==> config.mk <==
export PLATFORM = sky130hd
export DESIGN_NAME = vcxo_lock_monitor
export DESIGN_NICKNAME = d
export VERILOG_FILES = /design/src/rtl/vcxo_lock_monitor.sv
export SDC_FILE = /design/constraint.sdc
export NUM_CORES = 1
export LEC_CHECK = 0
export CELL_PAD_IN_SITES_DETAIL_PLACEMENT = 1
export CELL_PAD_IN_SITES_GLOBAL_PLACEMENT = 1
export CORE_MARGIN = 5
export CORE_UTILIZATION = 30
export DETAILED_ROUTE_END_ITERATION = 6
export PLACE_DENSITY = 0.68
export SLEW_MARGIN = 20
export SYNTH_ARGS = -nofsm -noshare
export SYNTH_HDL_FRONTEND = slang
export SYNTH_SLANG_ARGS = --single-unit
==> constraint.sdc <==
create_clock -name clk_in -period 6.5 [get_ports clk_in]
set_input_delay 0.975 -clock clk_in [delete_from_list [all_inputs] [get_ports clk_in]]
set_output_delay 0.975 -clock clk_in [all_outputs]
set_load 0.01 [all_outputs]
==> src/rtl/vcxo_lock_monitor.sv <==
// vcxo_lock_monitor: lock/holdover supervision, PWM rail fault, error statistics and snapshot handshake
// for the VCXO frequency-correction loop, all in the TCXO clock domain.
module vcxo_lock_monitor #(
    parameter int LOCK_TOL    = 2,
    parameter int UNLOCK_TOL  = 20,
    parameter int LOCK_TIME   = 3686400,
    parameter int UNLOCK_TIME = 1228800,
    parameter int RAIL_TIME   = 1228800,
    parameter int PWM_MAX     = 32000
) (
    input  logic        clk_in,
    input  logic        reset_in,
    input  logic [31:0] freq_error,
    input  logic [23:0] PWM,
    input  logic        clear_stats_in,
    input  logic        snap_req_in,
    input  logic        snap_ack_in,
    output logic        locked_out,
    output logic        rail_fault_out,
    output logic [1:0]  lock_state_out,
    output logic        snap_valid_out,
    output logic [63:0] snap_data_out
);
    localparam logic [1:0] S_UNLOCKED  = 2'd0;
    localparam logic [1:0] S_ACQUIRING = 2'd1;
    localparam logic [1:0] S_LOCKED    = 2'd2;
    localparam logic [1:0] S_HOLDOVER  = 2'd3;

    logic [1:0]  r_state;
    logic [31:0] r_timer;
    logic [31:0] r_rail_cnt;
    logic        r_rail_fault;
    logic [15:0] r_err_min;
    logic [15:0] r_err_max;
    logic        r_snap_valid;
    logic [63:0] r_snap_data;

    logic [32:0] w_err_ext;
    logic [32:0] w_abs_err;
    logic        w_in_lock;
    logic        w_in_unlock;
    logic [1:0]  w_state_nx;
    logic [31:0] w_timer_nx;
    logic [15:0] w_sat;
    logic        w_at_rail;
    logic [31:0] w_rail_nx;

    // 33-bit magnitude so that -2^31 maps to +2^31 without overflow
    assign w_err_ext   = {freq_error[31], freq_error};
    assign w_abs_err   = freq_error[31] ? -w_err_ext : w_err_ext;
    assign w_in_lock   = w_abs_err <= 33'(LOCK_TOL);
    assign w_in_unlock = w_abs_err <= 33'(UNLOCK_TOL);

    always_comb begin
        w_state_nx = r_state;
        w_timer_nx = r_timer;
        case (r_state)
            S_UNLOCKED: begin
                if (w_in_lock) begin
                    w_state_nx = S_ACQUIRING;
                    w_timer_nx = 32'd1;
                end
            end
            S_ACQUIRING: begin
                if (!w_in_lock) begin
                    w_state_nx = S_UNLOCKED;
                    w_timer_nx = 32'd0;
                end else if (r_timer == 32'(LOCK_TIME - 1)) begin
                    w_state_nx = S_LOCKED;
                    w_timer_nx = 32'd0;
                end else begin
                    w_timer_nx = r_timer + 32'd1;
                end
            end
            S_LOCKED: begin
                if (!w_in_unlock) begin
                    w_state_nx = S_HOLDOVER;
                    w_timer_nx = 32'd1;
                end
            end
            default: begin
                if (w_in_unlock) begin
                    w_state_nx = S_LOCKED;
                    w_timer_nx = 32'd0;
                end else if (r_timer == 32'(UNLOCK_TIME - 1)) begin
                    w_state_nx = S_UNLOCKED;
                    w_timer_nx = 32'd0;
                end else begin
                    w_timer_nx = r_timer + 32'd1;
                end
            end
        endcase
    end

    always_ff @(posedge clk_in) begin
        if (reset_in) begin
            r_state <= S_UNLOCKED;
            r_timer <= 32'd0;
        end else begin
            r_state <= w_state_nx;
            r_timer <= w_timer_nx;
        end
    end

    // In range when bits 31..15 are all equal, otherwise clamp by sign
    assign w_sat = (&freq_error[31:15] || ~|freq_error[31:15]) ? freq_error[15:0] :
                   freq_error[31] ? 16'h8000 : 16'h7fff;

    always_ff @(posedge clk_in) begin
        if (reset_in || clear_stats_in) begin
            r_err_min <= w_sat;
            r_err_max <= w_sat;
        end else begin
            r_err_min <= ($signed(w_sat) < $signed(r_err_min)) ? w_sat : r_err_min;
            r_err_max <= ($signed(w_sat) > $signed(r_err_max)) ? w_sat : r_err_max;
        end
    end

    assign w_at_rail = ($signed(PWM) <= 24'sd1) || ($signed(PWM) >= $signed(24'(PWM_MAX)));
    assign w_rail_nx = w_at_rail ? (&r_rail_cnt ? r_rail_cnt : r_rail_cnt + 32'd1) : 32'd0;

    always_ff @(posedge clk_in) begin
        if (reset_in || clear_stats_in) begin
            r_rail_cnt   <= 32'd0;
            r_rail_fault <= 1'b0;
        end else begin
            r_rail_cnt   <= w_rail_nx;
            r_rail_fault <= r_rail_fault || (w_rail_nx == 32'(RAIL_TIME));
        end
    end

    always_ff @(posedge clk_in) begin
        if (reset_in) begin
            r_snap_valid <= 1'b0;
            r_snap_data  <= 64'd0;
        end else if (!r_snap_valid && snap_req_in) begin
            r_snap_valid <= 1'b1;
            r_snap_data  <= {r_state, r_rail_fault, 5'b0, PWM, r_err_min, r_err_max};
        end else if (r_snap_valid && snap_ack_in) begin
            r_snap_valid <= 1'b0;
        end
    end

    assign locked_out     = r_state[1];
    assign lock_state_out = r_state;
    assign rail_fault_out = r_rail_fault;
    assign snap_valid_out = r_snap_valid;
    assign snap_data_out  = r_snap_data;
endmodule

# Yosys cells after proc, flatten, opt, wreduce, memory -nomap -nowiden
# Cells that the tools add are included.
word_totals:
  register_bits: 159
  latchBits: 0
  ram_bits: 0
  mem_bits_ro: 0
  input_bits: 61
  out_inout_bits: 69
  wordCells: 68
  mem_count: 0
op_classes:
  addsub: 3
  multipliers: 0
  div_mod_pow: 0
  magnitude_cmp: 6
  eq_ne: 8
  shift: 0
  muxes: 25
  bitwise: 0
  reduce_logical: 18
op_table:
  columns: ["cell", "n"]
  rows:
  - ["$mux W32", 8]
  - ["$mux W16", 6]
  - ["$pmux W32 S3", 1]
  - ["$add A32 B1 Y32 const B", 2]
  - ["$eq A32 B21 Y1 const B", 2]
  - ["$le A33 B2 Y1 const B", 1]
  - ["$le A33 B5 Y1 const B", 1]
  - ["$mux W33", 1]
  - ["$neg A33 Y33", 1]
  - ["$eq A32 B22 Y1 const B", 1]
  - ["$reduce_and A32 Y1", 1]
  - ["$ge A24 B16 Y1 const B", 1]
  - ["$le A24 B2 Y1 const B", 1]
  - ["$reduce_and A17 Y1", 1]
  - ["$reduce_or A17 Y1", 1]
  - ["$gt A16 B16 Y1", 1]
  - ["$lt A16 B16 Y1", 1]
  - ["$mux W2", 6]
  - ["$pmux W2 S3", 1]
  - ["$reduce_bool A2 Y1", 3]
  - ["$reduce_bool A5 Y1", 1]
  - ["$logic_or A1 B1 Y1", 4]
  - ["$ne A2 B2 Y1 const B", 2]
  - ["$reduce_and A4 Y1", 1]
  - ["8 further kinds", 11]

# Logic depth before layout (Yosys ltp)
# Gate-level depths: netlist of run 1.
depth:
  ltp_word: 7
  ltp_mapped: 17
  mapped_depth_nobuf: 15

# Worst setup path before layout of run 1
# Ideal clock, no wire load.
synth_path:
  kind: "in2reg"
  startpoint: "input freq_error[22]"
  endpoint: "register r_err_max[0] (enable)"
  setup_ns: 0.422
  arrival_time_ns: 4.618
  required_time_ns: 6.078
  slack_ns: 1.461
  cell_stages: 17
  path_buffers: 2
  path_cell_list: "buf_6 or4_4 nor2b_1 a41oi_1 clkbuf_1 o21a_1 ha_1 nor2b_1 o21a_1 o21a_1 o21a_1 o21a_1 o21a_1 o21ai_0 nand2b_1 a221oi_1 o211ai_1"
synth_between:
  elab_chain_len: 6
  word_cells_on_any_way: 7
  classes_between: "order compare: 1; mux: 1; reduce/logical: 5"
synth_lines:
  columns: ["item", "line", "source"]
  rows:
  - ["from (decl)", "13", "input logic [31:0] freq_error,"]
  - ["$reduce_or A17 Y1", "106", "assign w_sat = (&freq_error[31:15] || ~|freq_error[31:15]) ? freq_error[15:0] :"]
  - ["$logic_not A1 Y1", "106", null]
  - ["$logic_or A1 B1 Y1 *", "106", null]
  - ["$mux W16 *", "106", null]
  - ["named net w_sat[1]", "44", "logic [15:0] w_sat;"]
  - ["$gt A16 B16 Y1 *", "115", "r_err_max <= ($signed(w_sat) > $signed(r_err_max)) ? w_sat : r_err_max;"]
  - ["$reduce_bool A2 Y1 (no source line) *", null, null]
  - ["to (signal assigned)", "112", "r_err_max <= w_sat;"]
  - ["to (signal assigned)", "115", null]
  - ["to (decl)", "34", "logic [15:0] r_err_max;"]
# The timed path passes the listed nets; every way through them passes the cells marked *.
# A chain may end at the register's enable or synchronous reset.

# Final worst setup path of run 1
layout_path:
  startpoint: "input freq_error[22]"
  endpoint: "register r_err_max[8] (enable)"
# The elaborated chain is that of the path after synthesis.

==> impl_metrics.yaml, run 1 <==
final_layout:
  finalNetCount: 1230
  drive_gt1_frac: 0.0592
  final_cell_area_mm2: 0.0108
  fin_cells: 1532
  num_antenna_cells: 0
  final_cell_mix: "nand2_1 (178), dfxtp_1 (127), clkdlybuf4s50_1 (123)"
  final_common_cell: "nand2_1"
  areaGrowthSynthToFinish_pct: 24.8
synthesis:
  yosysTopAreaCell: "dfxtp_1"
  synth_top_area_frac: 0.294
  ys_ff_latch: 159
  synth-main-ff-cell: "dfxtp_1"
  ys_seq_area_frac: 0.405
  synth_edf_count: 32
  synth.distinct_cells: 81
  yosysWarnings: 0
  synth.area.top_cells: "dfxtp_1 (29%), edfxtp_1 (11%), nand2_1 (7.7%)"
  synth.cell_area_mm2: 0.00866
  synth-async-reset-ratio: 0
  postSynthCellCount: 1031
  syn_area_per_cell_um2: 8.40
cts:
  cts-root-buf: "clkbuf_16"
  cts.sinks: 159
  cts_tree: "done"
  cts_resized: 0
  clk_pin_slew_worst_paths_ns: 0.06
  htree_levels: 4
  clk_latency_ns: 0.43
  ctsHoldBuffers: 0
  post_cts_buffers: 0
  cts_made_buffers: 17
  clockBufferDepth: 2
power:
  combPwrFrac: 0.139
  power.leakage_nw: 3.79
  p_sw_frac: 0.273
  ir_drop_uv: 169
  power.switching_mw: 0.655
  power.density_mw_per_mm2: 222
  intPower_mw: 1.74
  clkPwrFrac: 0.408
  seqPwrFrac: 0.453
timing:
  fin_worst_skew_ns: 0.0131
  rsz0062_at_grt: "no"
  timing.fmax_ghz: 0.189
  period_share: 0.815
  hold_violations: 0
  period_minus_slack_ns: 5.29
  relSlewSlack: 0.452
  final.setup.tns_ns: 0
  worstMarginPinSlew_ns: 0.819
  drv_slew: 0
  setup_viol: 0
setup_path:
  r2r-start: "r_rail_cnt[0]$_SDFF_PP0_"
  cp-endpoint: "r_err_max[8]$_DFFE_PP_"
  path_common_cell: "o21a_1"
  reg2reg_depth: 11
  slowest_stage: "or4_4"
  worst-path-max-fanout: 9
  critical_path.cell_chain: "clkdlybuf4s50_1 > or4_4 > nor2b_1 > a41oi_1 > o21a_1 > ha_1 > nor2b_1 > o21a_1 > o21a_1 > o21a_1 > o21a_1 > o21a_1 > o21ai_0 > nand2b_1 > a221oi_1 > o211ai_1 > buf_4"
  crit_path_start: "freq_error[22]"
  crit_path_end_kind: "flop"
  crit_type: "input port to flop"
  cp.arrival_ns: 5.47
  cp_num_cells: 17
  crit_required_ns: 6.68
  reg2reg_to: "rail_fault_out$_SDFF_PP0_"
  r2r_slack_ns: 2.62
  setup.worst_path.start_class: "input port"
  cp_num_buf_inv: 2
  cp_top_family: "compound AO/OA/AOI/OAI gates"
  slowest_delay_ns: 0.62
detailed_routing:
  ant_nets: 0
  drt_iter0_markers: 463
  vias: 7963
  drc: 0
  firstDrtPassIters: 4
  vias_per_cell: 5.20
  wl_mm: 26.4
  wl_per_cell_um: 17.2
grt:
  grt-ovfl-total: 0
  grt_util_all_layers: 0.160
  grt_pass1_wl_mm: 43.1
  grt_max_degree: 64
  antenna_found_initial: 0
  grt_pass1_vias: 8123
floorplanning:
  chipWidth_um: 180
  fp.dieH_um: 180
  rows: 62
  die_area_mm2: 0.0324
  core_mm2: 0.0286
  ios: 130
  start_util: 0.303
placed_design:
  gp_congestion: 0.823
  post-place-cells: 1500
  dpl.hpwl_mm: 19.3
  dpl_cell_area_mm2: 0.0102
  io_buffers: 124
run:
  cap_violations: 0
worst_hold_path:
  hp-class: "flop to flop"
run_status:
  status: "complete, no violations"
synth_stat cells, drive strengths merged, types with 8 or more instances:
cell type  number
a211oi          9
o21a           20
edfxtp         32
buf            16
a21oi         102
ha             34
and3           14
clkbuf         39
inv            42
o211ai          9
or4            13
o31ai           8
dfxtp         127
nand3          22
xnor2          28
nand4          33
mux2i           8
o21ai          25
or3             9
and4           10
nor2           85
nor2b           8
nor4           21
nand3b          8
xor2           17
nand2b         11
nand2         178
and2            9
nor3           24
tightest hold or removal path, cell delays in order (launching register included):
cell and delay (ns):
dfxtp_1 0.31, nand2_1 0.05, a21oi_1 0.05
logic make-up (layout without fill, tap and decap cells):
group                      Yosys count  after routing  synth area share
xor gates and xnor gates            45             45            0.0455
and+or+nand+nor                    458            458             0.269
muxes                               11             11            0.0131
buffers and inverters               98            211            0.0491
other                                1              5          0.000433
AOI/OAI and AO/OA                  225            225             0.169
adders and majority gates           34             34            0.0491
DFF                                159            159             0.405
power groups by stage:
stage          sequential, mW  clock [mW]  combinational (mW)
2_1_floorplan            1.11           0               0.167
3_3_place_gp             1.11           0               0.330
3_5_place_dp             1.11           0               0.337
4_1_cts                  1.09        1.01               0.340
5_1_grt                  1.09        1.05               0.372
6_report                 1.09       0.979               0.332
area by class of cell:
class	instances	area, um^2
timing repair buffer	136	1330
clock inverter	13	133
multi-input combinational	778	4770
clock buffer	19	433
fill	3368	17800
tap	384	480
sequential	159	3500
inverter	43	161
routing by layer:
layer | global-route usage | vias to the layer above | part of all wire
met5 | 0 | - | 0
met4 | 0.0299 | 0 | 0.0089
met3 | 0.0269 | 22 | 0.032
met2 | 0.281 | 141 | 0.49
met1 | 0.210 | 3910 | 0.47
li1 | - | 3890 | -
worst min-delay path by stage:
stage | from | to | slack, ns | cells past startpoint
finish | snap_data_out[61]$_SDFFE_PP0P_ | snap_data_out[61]$_SDFFE_PP0P_ | 0.45 | 2
global route | snap_data_out[61]$_SDFFE_PP0P_ | snap_data_out[61]$_SDFFE_PP0P_ | 0.47 | 2
CTS | snap_data_out[61]$_SDFFE_PP0P_ | snap_data_out[61]$_SDFFE_PP0P_ | 0.46 | 2
detailed placement | snap_data_out[61]$_SDFFE_PP0P_ | snap_data_out[61]$_SDFFE_PP0P_ | 0.45 | 2
global placement | snap_data_out[35]$_SDFFE_PP0P_ | snap_data_out[35]$_SDFFE_PP0P_ | 0.44 | 2
floorplan | r_timer[9]$_SDFFE_PP0P_ | r_timer[9]$_SDFFE_PP0P_ | 0.46 | 2
metrics by stage:
| step | setup slack [ns] | hold slack [ns] | total power, mW | util |
|---|---|---|---|---|
| 3_3_place_gp | 0.887 | 0.443 | 1.44 | 0.358 |
| 2_1_floorplan | 1.46 | 0.459 | 1.28 | - |
| 4_1_cts | 1.22 | 0.457 | 2.43 | 0.378 |
| 3_5_place_dp | 0.765 | 0.447 | 1.45 | 0.358 |
| 6_report | 1.21 | 0.453 | 2.40 | 0.378 |
| 5_1_grt | 0.914 | 0.470 | 2.51 | 0.378 |
sequential cells by signal (all words and copies together) (netlist names):
signal,count
snap_data_out,59
r_rail_cnt,32
r_timer,32
r_err_max,16
r_err_min,16
lock_state_out,2
rail_fault_out,1
snap_valid_out,1
Power figures use the tool's default switching activity.
==> inputs of run 2 (changes only) <==
- PLACE_DENSITY: 0.68 -> 0.7
- clock period: 6.5 -> 4.5 ns (I/O delays scaled with it)
==> impl_metrics.yaml, run 2 (same netlist as run 1, synthesis figures left out) <==
run_status:
  status: "complete, no violations"
placed_design:
  dpl.hpwl_mm: 21.6
  io_buffers: 124
  pre_cts_ws_ns: -0.0858
  gp_congestion: 0.881
final_layout:
  fill_cells: 3337
  drive_gt1_frac: 0.121
  finalNetCount: 1308
  final_core_util: 0.398
  largest_register_ffs: 59
  final_common_cell: "nand2_1"
  final_cell_mix: "nand2_1 (178), dfxtp_1 (127), clkdlybuf4s50_1 (123)"
  areaGrowthSynthToFinish_pct: 31.7
timing:
  relSlewSlack: 0.478
  worstMarginPinSlew_ns: 0.781
  drv_slew: 0
  period_share: 0.935
  period_minus_slack_ns: 4.21
  setup_viol: 0
  post-route-worst-setup-slack_ns: 0.291
  hold_violations: 0
  timing.fmax_ghz: 0.238
  fin_worst_skew_ns: 0.0104
  rsz0062_at_grt: "no"
cts:
  cts-root-buf: "clkbuf_16"
  cts_resized: 0
  cts.sinks: 159
  cts_tree: "done"
  clockBufferDepth: 2
  cts_made_buffers: 17
  post_cts_buffers: 0
  clk_pin_slew_worst_paths_ns: 0.07
  htree_levels: 4
  clk_latency_ns: 0.43
  ctsHoldBuffers: 0
run:
  cap_violations: 0
power:
  power.leakage_nw: 4.16
  p_total_mw: 3.46
  power.density_mw_per_mm2: 304
  ir_drop_uv: 189
setup_path:
  crit_type: "input port to flop"
  cp.arrival_ns: 4.51
  crit_path_end_kind: "flop"
  crit_required_ns: 4.81
  worst-path-max-fanout: 25
  setup.worst_path.start_class: "input port"
grt:
  antenna_found_initial: 1
  grt_pass1_wl_mm: 45.4
  grt.busiest_layer: "met2"
  use_met2: 0.284
  grt_util_met1: 0.228
  grt-ovfl-total: 0
  grt_pass1_vias: 8322
  use_met3: 0.0354
  grt_max_degree: 65
  grt_util_all_layers: 0.171
detailed_routing:
  wl_per_cell_um: 17.7
  vias_per_cell: 5.12
  wl_mm: 28.6
  firstDrtPassIters: 5
  ant_nets: 0
  drt_iter0_markers: 389
  vias: 8244
  drc: 0
floorplanning:
  core_mm2: 0.0286
  chipWidth_um: 180
  fp.dieH_um: 180
  start_util: 0.303
  die_area_mm2: 0.0324
  ios: 130
  rows: 62
worst_hold_path:
  hp-class: "flop to flop"
-- run 2: routing by layer --
layer | wire length [um] | vias to the layer above
li1 | - | 4049
met1 | 13400 | 4006
met2 | 13600 | 170
met3 | 1200 | 19
met4 | 362 | 0
met5 | 0 | -
-- run 2: final timing paths --
path	start	end	slack (ns)	depth (start not counted)
max	freq_error[20]	r_timer[18]$_SDFFE_PP0P_	0.29	14
min	snap_data_out[22]$_SDFFE_PP0P_	snap_data_out[22]$_SDFFE_PP0P_	0.45	2
max reg2reg	r_rail_cnt[0]$_SDFF_PP0_	rail_fault_out$_SDFF_PP0_	0.67	11
min reg2reg	snap_data_out[22]$_SDFFE_PP0P_	snap_data_out[22]$_SDFFE_PP0P_	0.45	2
-- run 2: through the flow --
step	instances	hold WS [ns]	instance area (um^2)	TNS (ns)
global route	1611	0.471	11400	0
finish	1611	0.454	11400	0
CTS	1610	0.457	11400	0
detailed placement	1578	0.449	10900	-2.81
global placement	1578	0.443	10900	0
floorplan	1035	0.459	8720	0
-- run 2: critical path, cell delays in order --
cell and delay [ns]:
clkdlybuf4s50_1 0.47, buf_4 0.18, nor4_1 0.40, nand3_1 0.35
o311a_1 0.40, a211oi_1 0.26, nand4_1 0.20, or4_4 0.48
o21ba_4 0.26, and2_4 0.22, buf_4 0.15, a2bb2oi_2 0.20
buf_12 0.20, a21oi_1 0.05
-- run 2: area by class of cell --
type / instances / area, um^2 / share of cell area
timing repair buffer: 214 / 1920 / 0.169
antenna: 1 / 2.50 / 0.000219
sequential: 159 / 3500 / 0.307
clock buffer: 18 / 429 / 0.0376
tap: 384 / 480 / 0.0421
multi-input combinational: 778 / 4800 / 0.420
clock inverter: 14 / 109 / 0.00954
inverter: 43 / 161 / 0.0142
-- run 2: power breakdown --
part	total [mW]	internal, mW	switching [mW]
Clock	1.35	0.714	0.639
Combinational	0.539	0.250	0.289
Sequential	1.57	1.53	0.0429
Total	3.46	2.49	0.971
==> inputs of run 3 (changes only) <==
- SLEW_MARGIN: 20 -> unset
==> results of run 3 <==
The final DEF is identical to that of run 2; final timing and power are the same.
